**src/rtl/move_sequencer_pkg.sv**
```systemverilog
// move_sequencer_pkg: board constants, sequencer states and key codes shared with the game core
package move_sequencer_pkg;
    localparam int NUM_COLS = 10;
    localparam int NUM_ROWS = 20;
    localparam int SPAWN_COL = 3;
    localparam int KEY_GAP = 2;
    localparam logic [3:0] KEY_NONE = 4'b0000;
    localparam logic [3:0] KEY_ROTATE = 4'b0001;
    localparam logic [3:0] KEY_LEFT = 4'b0010;
    localparam logic [3:0] KEY_RIGHT = 4'b0100;
    localparam logic [3:0] KEY_DROP = 4'b1000;
    typedef enum logic [2:0] {IDLE, ROTATE, SHIFT, DROP, GAP, FINISH} state_t;
    function automatic state_t first_phase(input logic has_rot, input logic has_shift);
        return has_rot ? ROTATE : has_shift ? SHIFT : DROP;
    endfunction
    function automatic logic [3:0] key_code(input state_t s, input logic right);
        return s == ROTATE ? KEY_ROTATE : s == SHIFT ? (right ? KEY_RIGHT : KEY_LEFT) : s == DROP ? KEY_DROP : KEY_NONE;
    endfunction
endpackage

```
**src/rtl/move_sequencer_gap.sv**
```systemverilog
// gap_timer: loadable down-counter that reports expired while it sits at zero
module gap_timer #(
    parameter int W = 2
) (
    input  logic         clk,
    input  logic         rst,
    input  logic         load_i,
    input  logic [W-1:0] val_i,
    output logic         expired_o
);
    logic [W-1:0] cnt_q;
    // load wins; otherwise count down and park at zero
    always_ff @(posedge clk or posedge rst) begin
        if (rst) cnt_q <= '0;
        else if (load_i) cnt_q <= val_i;
        else if (cnt_q != '0) cnt_q <= cnt_q - 1'b1;
    end
    assign expired_o = cnt_q == '0;
endmodule

```
**src/rtl/move_sequencer.sv**
```systemverilog
// move_sequencer: replays a placement as rotate/shift/drop key pulses; MOVE_SEQ_ACK_EN holds each key until key_ack
module move_sequencer
    import move_sequencer_pkg::*;
#(
    parameter int NUM_COLS = move_sequencer_pkg::NUM_COLS,
    parameter int SPAWN_COL = move_sequencer_pkg::SPAWN_COL,
    parameter int KEY_GAP = move_sequencer_pkg::KEY_GAP
) (
    input  logic       clk,
    input  logic       rst,
    input  logic       start,
    input  logic [3:0] tgt_col,
    input  logic [1:0] tgt_rot,
    output logic       key_rotate,
    output logic       key_left,
    output logic       key_right,
    output logic       key_drop,
    input  logic       key_ack,
    output logic       busy,
    output logic       done
);
    localparam int SW = NUM_COLS > 2 ? $clog2(NUM_COLS) : 1;
    localparam int GW = KEY_GAP > 2 ? $clog2(KEY_GAP) : 1;
    localparam logic [GW-1:0] GAP_LOAD = GW'(KEY_GAP > 0 ? KEY_GAP - 1 : 0);
    localparam logic [3:0] MAX_COL = 4'(NUM_COLS - 1);
    localparam logic [3:0] SPAWN = 4'(SPAWN_COL);
    state_t state_q, start_state, nxt_state;
    logic [1:0] rot_q, rot_d;
    logic [SW-1:0] shift_q, shift_d, shift_in;
    logic [3:0] keys_q, col_t;
    logic dir_q, dropped_q, busy_q, done_q, go_right, in_phase, step, fire, gap_expired;
`ifdef MOVE_SEQ_ACK_EN
    assign step = key_ack;
`else
    logic unused_ack;
    assign unused_ack = key_ack;
    assign step = 1'b1;
`endif
    // target decode, counter decrement and next-phase selection
    always_comb begin
        col_t = tgt_col > MAX_COL ? MAX_COL : tgt_col;
        go_right = col_t > SPAWN;
        shift_in = SW'(go_right ? col_t - SPAWN : SPAWN - col_t);
        start_state = first_phase(tgt_rot != 2'd0, shift_in != '0);
        in_phase = state_q == ROTATE || state_q == SHIFT || state_q == DROP;
        fire = in_phase && step;
        rot_d = (state_q == ROTATE && fire) ? rot_q - 2'd1 : rot_q;
        shift_d = (state_q == SHIFT && fire) ? shift_q - 1'b1 : shift_q;
        nxt_state = (state_q == DROP || dropped_q) ? FINISH : first_phase(rot_d != 2'd0, shift_d != '0);
    end
    gap_timer #(.W(GW)) u_gap (
        .clk(clk),
        .rst(rst),
        .load_i(fire),
        .val_i(GAP_LOAD),
        .expired_o(gap_expired)
    );
    // sequencer FSM with registered key, busy and done outputs
    always_ff @(posedge clk or posedge rst) begin
        if (rst) begin
            state_q <= IDLE;
            rot_q <= 2'd0;
            shift_q <= '0;
            dir_q <= 1'b0;
            dropped_q <= 1'b0;
            keys_q <= KEY_NONE;
            busy_q <= 1'b0;
            done_q <= 1'b0;
        end else begin
            case (state_q)
                IDLE: if (start) begin
                    state_q <= start_state;
                    keys_q <= key_code(start_state, go_right);
                    rot_q <= tgt_rot;
                    shift_q <= shift_in;
                    dir_q <= go_right;
                    dropped_q <= 1'b0;
                    busy_q <= 1'b1;
                end
                ROTATE, SHIFT, DROP: if (fire) begin
                    rot_q <= rot_d;
                    shift_q <= shift_d;
                    dropped_q <= dropped_q || state_q == DROP;
                    state_q <= KEY_GAP > 0 ? GAP : nxt_state;
                    keys_q <= KEY_GAP > 0 ? KEY_NONE : key_code(nxt_state, dir_q);
                    busy_q <= KEY_GAP > 0 || nxt_state != FINISH;
                    done_q <= KEY_GAP == 0 && nxt_state == FINISH;
                end
                GAP: if (gap_expired) begin
                    state_q <= nxt_state;
                    keys_q <= key_code(nxt_state, dir_q);
                    busy_q <= nxt_state != FINISH;
                    done_q <= nxt_state == FINISH;
                end
                FINISH: begin
                    state_q <= IDLE;
                    done_q <= 1'b0;
                end
                default: state_q <= IDLE;
            endcase
        end
    end
    assign {key_drop, key_right, key_left, key_rotate} = keys_q;
    assign busy = busy_q;
    assign done = done_q;
endmodule

```
**config.mk**
```make
export PLATFORM = sky130hd
export DESIGN_NAME = move_sequencer
export DESIGN_NICKNAME = d
export VERILOG_FILES = /design/src/rtl/move_sequencer_pkg.sv /design/src/rtl/move_sequencer_gap.sv /design/src/rtl/move_sequencer.sv
export SDC_FILE = /design/constraint.sdc
export NUM_CORES = 1
export LEC_CHECK = 0
export BUFFER_PORTS_ARGS = -buffer_cell sky130_fd_sc_hd__buf_2
export CAP_MARGIN = 40
export CORE_MARGIN = 5
export CORE_UTILIZATION = 56
export DETAILED_ROUTE_END_ITERATION = 7
export PLACE_DENSITY_LB_ADDON = 0.08
export SLEW_MARGIN = 20
export SYNTH_ARGS = -nofsm -noshare
export SYNTH_HDL_FRONTEND = slang
export SYNTH_HIERARCHICAL = 1
export SYNTH_SLANG_ARGS = --single-unit
```
**constraint.sdc**
```tcl
create_clock -name clk -period 2.2 [get_ports clk]
set_clock_uncertainty 0.1 [all_clocks]
set_input_delay 0.44 -clock clk [delete_from_list [all_inputs] [get_ports clk]]
set_output_delay 0.44 -clock clk [all_outputs]
set_load 0.03 [all_outputs]
```
### Word-level counts from Yosys, hierarchy flattened

Index checks and enable logic that the tools add are counted.

| cells by class | value |
|---|---|
| add/subtract/negate cells | 5 |
| $lt $le $gt $ge | 2 |
| eq/ne operators | 16 |
| multiplexer cells | 43 |
| reductions and logical operators | 19 |

Operator list:

| cell | number |
|---|---|
| two-way mux 4 bit | 14 |
| two-way mux 3 bit | 6 |
| equality test 3 x 2 -> 1 bit, second input constant | 4 |
| case mux 4 bit (3 select lines) | 1 |
| two-way mux 1 bit | 11 |
| two-way mux 2 bit | 5 |
| equality test 3 bit, second input constant | 3 |
| case mux 3 bit (3 select lines) | 1 |
| AND reduction 3 bit | 3 |
| case mux 4 bit (2 select lines) | 1 |
| nonzero test 4 bit | 2 |
| equality test 3 x 1 -> 1 bit, second input constant | 2 |
| inequality test 2 bit, second input constant | 3 |
| case mux 1 bit (3 select lines) | 2 |
| nonzero test 2 bit | 3 |
| nonzero test 3 bit | 2 |
| equality test 2 bit, second input constant | 2 |
| greater-than comparator 4 x 2 -> 1 bit, second input constant | 1 |
| greater-than comparator 4 bit, second input constant | 1 |
| case mux 2 bit (2 select lines) | 1 |
| AND reduction 4 bit | 1 |
| subtractor 2 x 4 -> 4 bit, first input constant | 1 |
| subtractor 4 x 1 -> 4 bit, second input constant | 1 |
| subtractor 4 x 2 -> 4 bit, second input constant | 1 |
| 10 further kinds | 13 |

| storage, ports and cells | value |
|---|---|
| register bits | 18 |
| input bits | 10 |
| output and inout bits | 6 |
| word-level logic and storage cells | 94 |

### Logic depth before layout (Yosys ltp)

Gate-level depths: netlist of run 1.

| depth | value |
|---|---|
| word-level depth | 15 |
| depth in mapped cells | 7 |
| gate-level depth less buffers | 7 |

### Modules after synthesis

Netlist of run 1, hierarchy kept.

Modules (own cells, without submodules):

| module | instances | cells each | area an instance (um2) | sequential area each (um2) |
|---|---|---|---|---|
| move_sequencer | 1 | 132 | 1,104.8 | 425.4 |
| gap_timer | 1 | 4 | 38.8 | 25.0 |

### Worst setup path after synthesis of run 1

OpenSTA, ideal clock, no wires.

| timing | value |
|---|---|
| path type | flip-flop to flip-flop |
| start point | register shift_q[0] |
| end point | register keys_q[1] |
| setup time | 0.126 ns |
| arrival | 1.414 ns |
| data required time | 1.974 ns |
| setup slack | 0.560 ns |
| stages on the path, launching flop included | 7 |
| path buffers | 0 |
| period minus slack after synthesis | 1.640 ns |
| path through | dfrtp_1 > inv_1 > ha_1 > and4bb_1 > xnor2_2 > o221ai_2 > a221o_1 |

| on the way | value |
|---|---|
| longest elaborated chain between the ends | 11 |
| elaborated cells between the ends (all ways) | 12 |
| those cells by class | add/sub: 1; eq/ne: 2; mux: 8; reduce/logical: 1 |

Ends and longest elaborated chain:

| what | line | text |
|---|---|---|
| from (decl) | move_sequencer.sv:29 | `logic [SW-1:0] shift_q, shift_d, shift_in;` |
| from (signal assigned) | move_sequencer.sv:75 | `shift_q <= shift_in;` |
| from (signal assigned) | move_sequencer.sv:82 | `shift_q <= shift_d;` |
| subtractor 4 x 1 -> 4 bit | move_sequencer.sv:48 | `shift_d = (state_q == SHIFT && fire) ? shift_q - 1'b1 : shift_q;` |
| two-way mux 4 bit * | move_sequencer.sv:48 |  |
| nonzero test 4 bit * | move_sequencer.sv:49 | `nxt_state = (state_q == DROP \|\| dropped_q) ? FINISH : first_phase(rot_d != 2'd0, shift_d != '0);` |
| two-way mux 1 bit * | move_sequencer_pkg.sv:14 | `return has_rot ? ROTATE : has_shift ? SHIFT : DROP;` |
| two-way mux 2 bit * | move_sequencer_pkg.sv:14 |  |
| two-way mux 3 bit * | move_sequencer.sv:49 |  |
| equality test 3 x 2 -> 1 bit | move_sequencer_pkg.sv:17 | `return s == ROTATE ? KEY_ROTATE : s == SHIFT ? (right ? KEY_RIGHT : KEY_LEFT) : s == DROP ? KEY_DROP : KEY_NON ...` |
| two-way mux 4 bit | move_sequencer_pkg.sv:17 |  |
| two-way mux 4 bit * | move_sequencer_pkg.sv:17 |  |
| two-way mux 4 bit * | move_sequencer.sv:89 | `GAP: if (gap_expired) begin` |
| case mux 4 bit (3 select lines) * | move_sequencer.sv:70 | `case (state_q)` |
| to (signal assigned) | move_sequencer.sv:73 | `keys_q <= key_code(start_state, go_right);` |
| to (signal assigned) | move_sequencer.sv:85 | `keys_q <= KEY_GAP > 0 ? KEY_NONE : key_code(nxt_state, dir_q);` |
| to (signal assigned) | move_sequencer.sv:91 | `keys_q <= key_code(nxt_state, dir_q);` |
| to (decl) | move_sequencer.sv:30 | `logic [3:0] keys_q, col_t;` |

Mark *: on every way between the ends. The rest lies on a longest branch, timed or not. The select of a mux whose other input is x is not followed.
A chain may end at the register's enable or synchronous reset.

### Worst setup path after layout of run 1

| timing | value |
|---|---|
| start point | register state_q[1] |
| end point | register keys_q[1] |

| on the way | value |
|---|---|
| longest elaborated chain between the ends | 14 |
| elaborated cells between the ends (all ways) | 29 |
| those cells by class | eq/ne: 9; mux: 9; reduce/logical: 11 |

Ends and longest elaborated chain:

| what | line | text |
|---|---|---|
| from (decl) | move_sequencer.sv:27 | `state_t state_q, start_state, nxt_state;` |
| from (signal assigned) | move_sequencer.sv:72 | `state_q <= start_state;` |
| from (signal assigned) | move_sequencer.sv:84 | `state_q <= KEY_GAP > 0 ? GAP : nxt_state;` |
| from (signal assigned) | move_sequencer.sv:90 | `state_q <= nxt_state;` |
| equality test 3 x 1 -> 1 bit or equality test 3 x 2 -> 1 bit (tied branches) | -- |  |
| logical OR 1 bit (2 in series) | move_sequencer.sv:45 | `in_phase = state_q == ROTATE \|\| state_q == SHIFT \|\| state_q == DROP;` |
| logical AND 1 bit | move_sequencer.sv:48 |  |
| two-way mux 4 bit | move_sequencer.sv:48 |  |
| nonzero test 4 bit | move_sequencer.sv:49 |  |
| two-way mux 1 bit | move_sequencer_pkg.sv:14 |  |
| two-way mux 2 bit | move_sequencer_pkg.sv:14 |  |
| two-way mux 3 bit | move_sequencer.sv:49 |  |
| equality test 3 x 2 -> 1 bit | move_sequencer_pkg.sv:17 |  |
| two-way mux 4 bit (2 in series) | move_sequencer_pkg.sv:17 |  |
| two-way mux 4 bit | move_sequencer.sv:89 |  |
| case mux 4 bit (3 select lines) | move_sequencer.sv:70 |  |

Parallel ways exist; a longest one is shown, timed or not. The select of a mux whose other input is x is not followed.

==> impl_metrics.env, run 1 <==
export IMPL_status="finished, final reports clean"
export IMPL_whs_ns=0.366
export IMPL_min_path_type="input pin to flop"
export IMPL_finalInstanceArea_mm2=0.00128
export IMPL_synthFlopType="dfrtp_1"
export IMPL_clockBufferDepth=2
export IMPL_route_detailed_drc=0
export IMPL_cts_resized=0
export IMPL_cpPeakStageDelay_ns=0.62
export IMPL_die_area_mm2=0.00305
export IMPL_ir_drop_uv=626
export IMPL_cp_cell_sequence="nor2b_2 > and4_1 > o221ai_2 > a221o_1"
export IMPL_grt_overflow=0
export IMPL_worst_setup_path_type="flop to flop"
export IMPL_wl_per_cell_um=14.7
export IMPL_ys_warn_count=6
export IMPL_grt_start_max_net_pins=18
export IMPL_grt_pass1_wl_mm=4.16
export IMPL_clkPwrFrac_pct=13.9
export IMPL_path_max_fanout=15
export IMPL_pwr_share_comb_pct=46.1
export IMPL_grt_pass1_vias=943
export IMPL_p_int_w=0.000834
export IMPL_total_leakage_power_nw=0.609
export IMPL_hold_viol_final=0
export IMPL_antenna_left=0
export IMPL_track_usage_pct=19.9
export IMPL_vias=1038
export IMPL_path_clk_slew_ns=0.11
export IMPL_drive_gt1_share_pct=15.2
export IMPL_antenna_found_initial=0
export IMPL_endpoint_kind="flop"
export IMPL_max_freq_mhz=528
export IMPL_synthMostInstantiatedCell="nor2_1"
export IMPL_clock_root_buffer="clkbuf_4"
export IMPL_arrival_ns=1.99
export IMPL_total_switching_power_w=0.000695
export IMPL_numCtsBuffers=3
export IMPL_io_buffers=14
export IMPL_critPathTopFamily="flip-flops"
export IMPL_dpl_cell_area_mm2=0.00123
export IMPL_power_density_mw_per_mm2=1200
export IMPL_final_setup_tns_ns=0
export IMPL_via_per_inst=5.83
export IMPL_core_area_mm2=0.00196
export IMPL_initial_utilization_pct=58.3
export IMPL_yosysUniqueCellTypes=38
export IMPL_cpMaxStageDelayCell="dfrtp_1"
export IMPL_slew_violations=0
export IMPL_worst_pin_slew_ns=0.681
export IMPL_p_seq_share_pct=40.0
export IMPL_cts_sinks=18
export IMPL_area_delta_synth_final_pct=11.6
export IMPL_synth_seq_cells=18
export IMPL_fp_dieW_um=55.2
export IMPL_diodes=0
export IMPL_cts_setup_buffers=0
export IMPL_die_h_um=55.2
export IMPL_crit_required_ns=2.30
export IMPL_async_flop_share_pct=100
export IMPL_relSlewSlack_pct=54.5
export IMPL_synth_commonest_cells="19 x nor2_1, 18 x dfrtp_1, 12 x o21ai_0"
export IMPL_setup_violations=0
export IMPL_seq_area_frac_synth_pct=39.4
export IMPL_nets=164
export IMPL_drv_cap=0
export IMPL_row_count=16
export IMPL_syn_mean_instance_area_um2=8.41
export IMPL_synth_area_leaders="dfrtp_1 39%, nor2_1 6.2%, o21ai_0 5.3%"
export IMPL_rsz0062_at_grt="false"
export IMPL_min_period_ns=1.89
export IMPL_gp_congestion=0.876
export IMPL_synth_top_area_share_pct=39.4
export IMPL_start_kind="flop"
export IMPL_syn_area_mm2=0.00114
export IMPL_synth_cells=136
export IMPL_detail_route_first_pass_iterations=4
export IMPL_cts_max_level=1
export IMPL_drt_iter0_drc=25
export IMPL_hpwl_mm=1.90
export IMPL_synthesis_nets=148
export IMPL_power_share_switching_pct=45.5
export IMPL_path_buf_inv=0
export IMPL_tritoncts="yes"
export IMPL_design_portCount=16
export IMPL_synth_top_cell_by_area="dfrtp_1"
export IMPL_routed_wl_mm=2.61
export IMPL_fin_crit_sh_pct=86.1
export IMPL_insertion_delay_ns=0.31
export IMPL_synth_edf_count=0
-- sequential cells by signal, indices dropped and copies added (netlist names) --
| register | count |
|---|---|
| dir_q | 1 |
| busy | 1 |
| rot_q | 2 |
| shift_q | 4 |
| u_gap/cnt_q | 1 |
| done | 1 |
| keys_q | 4 |
| dropped_q | 1 |
| state_q | 3 |
-- placed cells by master (no fill, tap or decap), types with 2 or more instances in the layout --
cell / synthesis / layout
ha_1: 2 / 2
o21ai_0: 12 / 12
and3_1: 2 / 2
nor2b_1: 3 / 3
buf_4: 2 / 2
dfrtp_1: 18 / 18
clkbuf_4: 0 / 3
nand4_1: 2 / 2
inv_1: 9 / 9
nor2_1: 19 / 19
a31oi_1: 4 / 4
nor3_1: 3 / 3
nand2_1: 11 / 11
o21bai_1: 2 / 2
a22oi_1: 2 / 2
mux2i_1: 5 / 5
a21oi_1: 11 / 11
o311ai_0: 2 / 2
o31ai_1: 3 / 3
buf_2: 2 / 14
nand3_1: 3 / 3
-- area by class of cell --
class	count	area (um2)
inverter	9	33.8
tap	27	33.8
timing repair buffer	17	95.1
sequential	18	450
multi-input combinational	103	627
clock buffer	4	36.3
fill	191	686
-- worst paths after layout --
path | slack, ns | end | from | cells past startpoint
setup / recovery | 0.31 | keys_q[1] | state_q[1] | 4
hold / removal | 0.37 | rot_q[1] | tgt_rot[1] | 3
setup reg to reg | 0.31 | keys_q[1] | state_q[1] | 4
hold reg to reg | 0.41 | keys_q[0] | keys_q[0] | 2
max in group asynchronous | 0.88 | keys_q[3] | rst | 3
min in group asynchronous | 0.41 | u_gap/cnt_q | rst | 3
-- timing repair --
item                                   CTS  global route
hold buffers                             1             0
endpoints found under the hold margin    1             0
setup endpoints to repair                0             0
-- worst reg2reg max path, stage by stage (launching register included) --
cell and delay [ns]:
dfrtp_1 0.62, nor2b_2 0.28, and4_1 0.26, o221ai_2 0.17, a221o_1 0.34
-- metrics by stage --
stage	std cells	setup WS, ns	power, W	utilization, %
2_1_floorplan	136	0.560	0.00114	-
3_3_place_gp	173	0.392	0.00128	62.7
3_5_place_dp	173	0.355	0.00131	62.7
4_1_cts	178	0.333	0.00153	65.1
5_1_grt	178	0.183	0.00165	65.1
6_report	178	0.306	0.00153	65.1
-- power groups by stage --
stage / Clock [W] / Sequential, W / Combinational [W]
2_1_floorplan: 0 / 0.000581 / 0.000556
3_3_place_gp: 0 / 0.000607 / 0.000672
3_5_place_dp: 0 / 0.000615 / 0.000697
4_1_cts: 0.000219 / 0.000608 / 0.000702
5_1_grt: 0.000228 / 0.000634 / 0.000788
6_report: 0.000212 / 0.000612 / 0.000705
-- logic make-up (layout without fill, tap and decap cells) --
family                   Yosys count  after routing  share of synthesized area, %
buffers and inverters             15             30                          5.80
AND/OR/NAND/NOR                   52             52                          23.0
flip-flops                        18             18                          39.4
multiplexers                       5              5                          4.38
other                              1              1                         0.328
adder cells (fa/ha/maj)            2              2                          2.19
XOR/XNOR                           1              1                          1.42
AO/OA/AOI/OAI                     42             42                          23.5
-- per-layer routing --
| metal | vias to the layer above | global-route usage, % | part of all wire [%] |
|---|---|---|---|
| met2 | 22 | 33.3 | 48 |
| met4 | 0 | 11.7 | 2.3 |
| li1 | 518 | - | - |
| met5 | - | 0 | 0 |
| met3 | 7 | 2.68 | 4.1 |
| met1 | 491 | 24.2 | 46 |
Note: power is estimated with default switching activity, not from simulation.
==> run 2: changes to the inputs <==
- ABC_AREA: default -> 1
- CORE_UTILIZATION: 56 -> 55
==> run 2 against run 1 <==
  * Via count grew 4.9%
  * Total power grew 26%
  * Die area grew 0.67%
  * Synthesized cell count grew 16%
  * Hold slack lost 0.10 ns
  * Largest cell class unchanged
  * Clock-buffer cell count is the same
==> impl_metrics.env, run 2 <==
export IMPL_rsz0062_at_grt="false"
export IMPL_cts_max_level=1
export IMPL_detail_route_first_pass_iterations=4
export IMPL_clockBufferDepth=2
export IMPL_grt_pass1_vias=1025
export IMPL_via_per_inst=5.34
export IMPL_hpwl_mm=1.93
export IMPL_design_portCount=16
export IMPL_grt_pass1_wl_mm=4.39
export IMPL_startpoint="tgt_col[2]"
export IMPL_worst_slack_ns=0.512
export IMPL_synth_cells=158
export IMPL_relSlewSlack_pct=55.7
export IMPL_grt_start_max_net_pins=18
export IMPL_area_delta_synth_final_pct=13.3
export IMPL_cts_sinks=18
export IMPL_synth_top_cell_by_area="dfrtp_1"
export IMPL_async_flop_share_pct=100
export IMPL_row_count=16
export IMPL_path_max_fanout=3
export IMPL_worst_pin_slew_ns=0.663
export IMPL_synth_commonest_cells="42 x nand2_1, 23 x inv_1, 18 x dfrtp_1"
export IMPL_die_h_um=55.4
export IMPL_layoutNonFillerInstCount=204
export IMPL_vias=1089
export IMPL_path_clk_slew_ns=0.11
export IMPL_io_buffers=14
export IMPL_min_to="rot_q[0]"
export IMPL_syn_area_mm2=0.00113
export IMPL_worstReg2RegEnd="keys_q[3]"
export IMPL_ys_warn_count=6
export IMPL_worst_r2r_startpoint="state_q[2]"
export IMPL_gp_congestion=0.867
export IMPL_synth_top_area_share_pct=39.8
export IMPL_antenna_left=0
export IMPL_final_common_cell="nand2_1"
export IMPL_whs_ns=0.262
export IMPL_start_kind="input pin"
export IMPL_critPathTopFamily="simple AND/OR/NAND/NOR gates"
export IMPL_reg2regPathDepth=9
export IMPL_tritoncts="yes"
export IMPL_r2r_setup_slack_ns=0.52
export IMPL_antenna_found_initial=0
export IMPL_path_buf_inv=3
export IMPL_clock_root_buffer="clkbuf_4"
export IMPL_hold_start="tgt_rot[0]"
export IMPL_grt_overflow=0
export IMPL_synth_seq_cells=18
export IMPL_total_leakage_power_nw=0.681
export IMPL_synthesis_nets=170
export IMPL_ir_drop_uv=851
export IMPL_route_detailed_drc=0
export IMPL_min_period_ns=1.69
export IMPL_slew_violations=0
export IMPL_status="finished, final reports clean"
export IMPL_cpPeakStageDelay_ns=0.19
export IMPL_drt_iter0_drc=33
export IMPL_endpoint_kind="flop"
export IMPL_worst_setup_path_type="input pin to flop"
export IMPL_arrival_ns=1.82
export IMPL_synthFlopType="dfrtp_1"
export IMPL_syn_mean_instance_area_um2=7.17
export IMPL_synth_edf_count=0
export IMPL_core_area_mm2=0.00196
export IMPL_power_density_mw_per_mm2=1500
export IMPL_setup_violations=0
export IMPL_synthMostInstantiatedCell="nand2_1"
export IMPL_insertion_delay_ns=0.30
export IMPL_min_path_type="input pin to flop"
export IMPL_cpMaxStageDelayCell="ha_1"
export IMPL_biggestRegsByFlops="keys_q x4, shift_q x4, state_q x3"
export IMPL_nets=190
export IMPL_synth_area_leaders="dfrtp_1 40%, nand2_1 14%, inv_1 7.6%"
export IMPL_fin_crit_sh_pct=76.7
export IMPL_diodes=0
export IMPL_initial_utilization_pct=57.7
export IMPL_crit_required_ns=2.33
export IMPL_drv_cap=0
export IMPL_cp_cell_sequence="buf_2 > o21ai_0 > inv_1 > nor2_1 > inv_1 > ha_1 > o21ai_0 > nand2_1 > nor3b_1 > nor2_1 > a21oi_1"
export IMPL_fp_dieW_um=55.4
export IMPL_routed_wl_mm=2.51
export IMPL_yosysUniqueCellTypes=27
export IMPL_min_path_cells=3
export IMPL_die_area_mm2=0.00307
export IMPL_seq_area_frac_synth_pct=39.8
export IMPL_numCtsBuffers=3
export IMPL_hold_viol_final=0
export IMPL_wl_per_cell_um=12.3
export IMPL_place_ws_ns=0.173
export IMPL_final_setup_tns_ns=0
export IMPL_drive_gt1_share_pct=19.2
export IMPL_max_freq_mhz=592
export IMPL_placed_cells=199
export IMPL_most_common_layout_cells="42 x nand2_1, 23 x inv_1, 18 x dfrtp_1"
export IMPL_track_usage_pct=17.6
export IMPL_cts_setup_buffers=0
export IMPL_p_total_w=0.00193
[run 2: changes by cell type after synthesis, sizes merged, moves of 3 or more]
| cell | change |
|---|---|
| a21oi | -4 |
| a31oi | -3 |
| buf | -4 |
| inv | +18 |
| mux2i | -5 |
| nand2 | +37 |
| nand3 | +7 |
| nor2b | -4 |
[run 2: logic make-up (layout without fill, tap and decap cells)]
family                   after synthesis  in the layout  synth area share, %
AND/OR/NAND/NOR                       83             83                 33.4
adder cells (fa/ha/maj)                2              2                 2.21
other                                  1              1                0.331
AO/OA/AOI/OAI                         27             27                 15.4
buffers and inverters                 27             46                 8.95
flip-flops                            18             18                 39.8
[run 2: report_power, final]
group	internal (W)	switching (W)	total, W	leakage (nW)
combinational	0.000356	0.000784	0.00114	0.437
sequential	0.000483	0.0000904	0.000573	0.223
clock	0.000101	0.000115	0.000216	0.0210
total	0.000940	0.000989	0.00193	0.681
[run 2: layout make-up]
class / instances / area (um2)
flip-flops and latches: 18 / 450
inverters: 27 / 101
clock buffers: 4 / 36.3
multi-input cells: 113 / 581
well taps: 27 / 33.8
repair buffers: 15 / 80.1
fillers: 180 / 679
[run 2: worst max path at each step]
stage	to	slack [ns]	cells after the start
floorplan	keys_q[1]	0.51	10
global placement	keys_q[1]	0.24	11
detailed placement	keys_q[1]	0.17	11
CTS	keys_q[1]	0.49	11
global route	keys_q[2]	0.35	10
finish	keys_q[1]	0.51	11
[run 2: layer usage]
layer,routed length (um),share of wire (%),vias up,global-route usage (%)
met2,1190,47,31,29.6
li1,-,-,546,-
met3,142,5.7,5,2.56
met5,0,0,-,0
met4,36,1.4,0,6.25
met1,1140,45,507,22.7
[run 2: tightest hold or removal path, stage by stage]
cell,delay (ns)
buf_2,0.09
nand2_1,0.05
o211ai_1,0.06
[run 2: per-stage QoR]
| step | utilization, % | area (um2) |
|---|---|---|
| final | 65.4 | 1280 |
| after global routing | 65.4 | 1280 |
| after CTS | 65.4 | 1280 |
| after detailed placement | 63.0 | 1240 |
| after global placement | 63.0 | 1240 |
| after floorplan | - | 1130 |
[run 2: repair_timing]
| action | 4_1_cts | 5_1_grt |
|---|---|---|
| endpoints found under the hold margin | 1 | 0 |
| gates resized for setup | 0 | 0 |
| hold buffers | 1 | 0 |
==> run 3: changes to the inputs <==
- CORE_UTILIZATION: 55 -> 50
- clock period: 2.2 -> 1.37 ns (I/O delays scaled with it)
==> run 3 against run 2 <==
  * The run now ends with negative setup slack left
  * Sequential power grew 65%
  * Hold slack lost 0.12 ns
  * Combinational power grew to 2.9 times the previous value
  * Sequential share of layout area shrank 9.8 points
  * Setup slack lost 0.71 ns
  * Clock power grew 59%
  * Global-route usage grew 5.2 points
  * Critical path depth shrank 2
  * Via count grew 19%
  * Clock-buffer cell count is the same
  * Largest power group unchanged
  * Highest routed layer unchanged
==> impl_metrics.env, run 3 (synthesis results as in run 2) <==
export IMPL_rsz0062_at_grt="true"
export IMPL_initial_utilization_pct=51.7
export IMPL_detail_route_first_pass_iterations=7
export IMPL_biggestRegsByFlops="keys_q x4, shift_q x4, state_q x3"
export IMPL_track_usage_pct=22.8
export IMPL_dpl_cell_area_mm2=0.00145
export IMPL_insertion_delay_ns=0.30
export IMPL_drt_iter0_drc=70
export IMPL_slew_violations=0
export IMPL_fp_dieW_um=57.6
export IMPL_nets=224
export IMPL_grt_overflow=0
export IMPL_cpMaxStageDelayCell="dfrtp_2"
export IMPL_placed_cells=226
export IMPL_grt_pass1_wl_mm=5.77
export IMPL_tritoncts="yes"
export IMPL_numCtsBuffers=3
export IMPL_hpwl_mm=2.26
export IMPL_row_count=17
export IMPL_setup_violations=16
export IMPL_layoutNonFillerInstCount=239
export IMPL_power_density_mw_per_mm2=2600
export IMPL_fin_crit_sh_pct=115
export IMPL_path_max_fanout=8
export IMPL_max_freq_mhz=637
export IMPL_wl_per_cell_um=16.1
export IMPL_gp_congestion=0.803
export IMPL_grt_start_max_net_pins=18
export IMPL_ir_drop_uv=1810
export IMPL_most_common_layout_cells="29 x nand2_1, 26 x buf_4, 17 x dfrtp_1"
export IMPL_min_path_type="input pin to flop"
export IMPL_cts_max_level=1
export IMPL_clock_root_buffer="clkbuf_4"
export IMPL_drv_cap=0
export IMPL_die_area_mm2=0.00332
export IMPL_cpPeakStageDelay_ns=0.47
export IMPL_drive_gt1_share_pct=49.8
export IMPL_n_fill_cell=132
export IMPL_start_kind="flop"
export IMPL_antenna_found_initial=0
export IMPL_diodes=0
export IMPL_vias=1297
export IMPL_io_buffers=14
export IMPL_route_detailed_drc=0
export IMPL_endpoint_kind="flop"
export IMPL_min_period_ns=1.57
export IMPL_status="finished, violations left"
export IMPL_finalInstanceArea_mm2=0.00178
export IMPL_design_portCount=16
export IMPL_path_buf_inv=2
export IMPL_path_clk_slew_ns=0.11
export IMPL_total_leakage_power_nw=0.885
export IMPL_arrival_ns=1.67
export IMPL_area_delta_synth_final_pct=57.6
export IMPL_via_per_inst=5.43
export IMPL_antenna_left=0
export IMPL_core_area_mm2=0.00219
export IMPL_worst_slack_ns=-0.200
export IMPL_worst_setup_path_type="flop to flop"
export IMPL_crit_required_ns=1.47
export IMPL_final_common_cell="nand2_1"
export IMPL_critPathTopFamily="flip-flops"
export IMPL_routed_wl_mm=3.85
export IMPL_die_h_um=57.6
export IMPL_cts_sinks=18
export IMPL_violations="negative setup slack"
export IMPL_grt_pass1_vias=1284
export IMPL_cp_cell_sequence="inv_4 > nand2_8 > nor2_4 > nand2_4 > o21ai_4 > a21oi_4 > inv_2 > nor2_1 > a21oi_1"
export IMPL_clockBufferDepth=2
export IMPL_hold_viol_final=0
## run 3: path summary, 6_finish.rpt
check	to	slack [ns]	depth (start not counted)	startpoint
max	keys_q[1]	-0.20	9	state_q[1]
min	rot_q[0]	0.14	3	tgt_rot[0]
max reg2reg	keys_q[1]	-0.20	9	state_q[1]
min reg2reg	done	0.39	2	done
max in group asynchronous	state_q[1]	0.52	4	rst
min in group asynchronous	u_gap/cnt_q	0.25	3	rst
## run 3: area by class of cell
| class | instances | area (um2) | area share [%] |
|---|---|---|---|
| flip-flops and latches | 18 | 452 | 25.3 |
| inverters | 27 | 116 | 6.52 |
| well taps | 28 | 35.0 | 1.96 |
| multi-input cells | 113 | 779 | 43.7 |
| clock buffers | 4 | 36.3 | 2.03 |
| repair buffers | 49 | 365 | 20.5 |
## run 3: what timing repair did
| item | 4_1_cts | 5_1_grt |
|---|---|---|
| hold buffers | 1 | 0 |
| setup buffers | 5 | 7 |
| setup endpoints to repair | 15 | 17 |
| endpoints found under the hold margin | 18 | 0 |
| gates resized for setup | 33 | 33 |
| pin swaps | 15 | 14 |
## run 3: layer usage
| metal | wire [um] | vias to the layer above | global-route usage, % |
|---|---|---|---|
| li1 | - | 617 | - |
| met1 | 1550 | 624 | 27.1 |
| met2 | 2030 | 45 | 38.4 |
| met3 | 161 | 11 | 3.62 |
| met4 | 105 | 0 | 13.2 |
| met5 | 0 | - | 0 |
## run 3: tightest hold or removal path, stage by stage
cell	delay (ns)
buf_2	0.09
nand2_1	0.05
o211ai_1	0.09
## run 3: report_power, final
group / internal, W / switching, W / total [W] / leakage [nW]
logic: 0.00138 / 0.00198 / 0.00336 / 0.642
clock network: 0.000162 / 0.000182 / 0.000344 / 0.0210
registers: 0.000778 / 0.000165 / 0.000944 / 0.222
## run 3: stage by stage
| step | worst slack (ns) | hold WS (ns) | total power [W] | util [%] | TNS (ns) |
|---|---|---|---|---|---|
| floorplan | -0.0449 | -0.0973 | 0.00237 | - | -0.140 |
| global placement | -0.238 | 0.0162 | 0.00312 | 66.2 | -1.41 |
| detailed placement | -0.279 | 0.0330 | 0.00320 | 66.2 | -1.93 |
| CTS | -0.168 | 0.132 | 0.00398 | 75.2 | -1.05 |
| global route | -0.273 | 0.131 | 0.00494 | 81.4 | -3.05 |
| finish | -0.200 | 0.139 | 0.00465 | 81.4 | -2.15 |
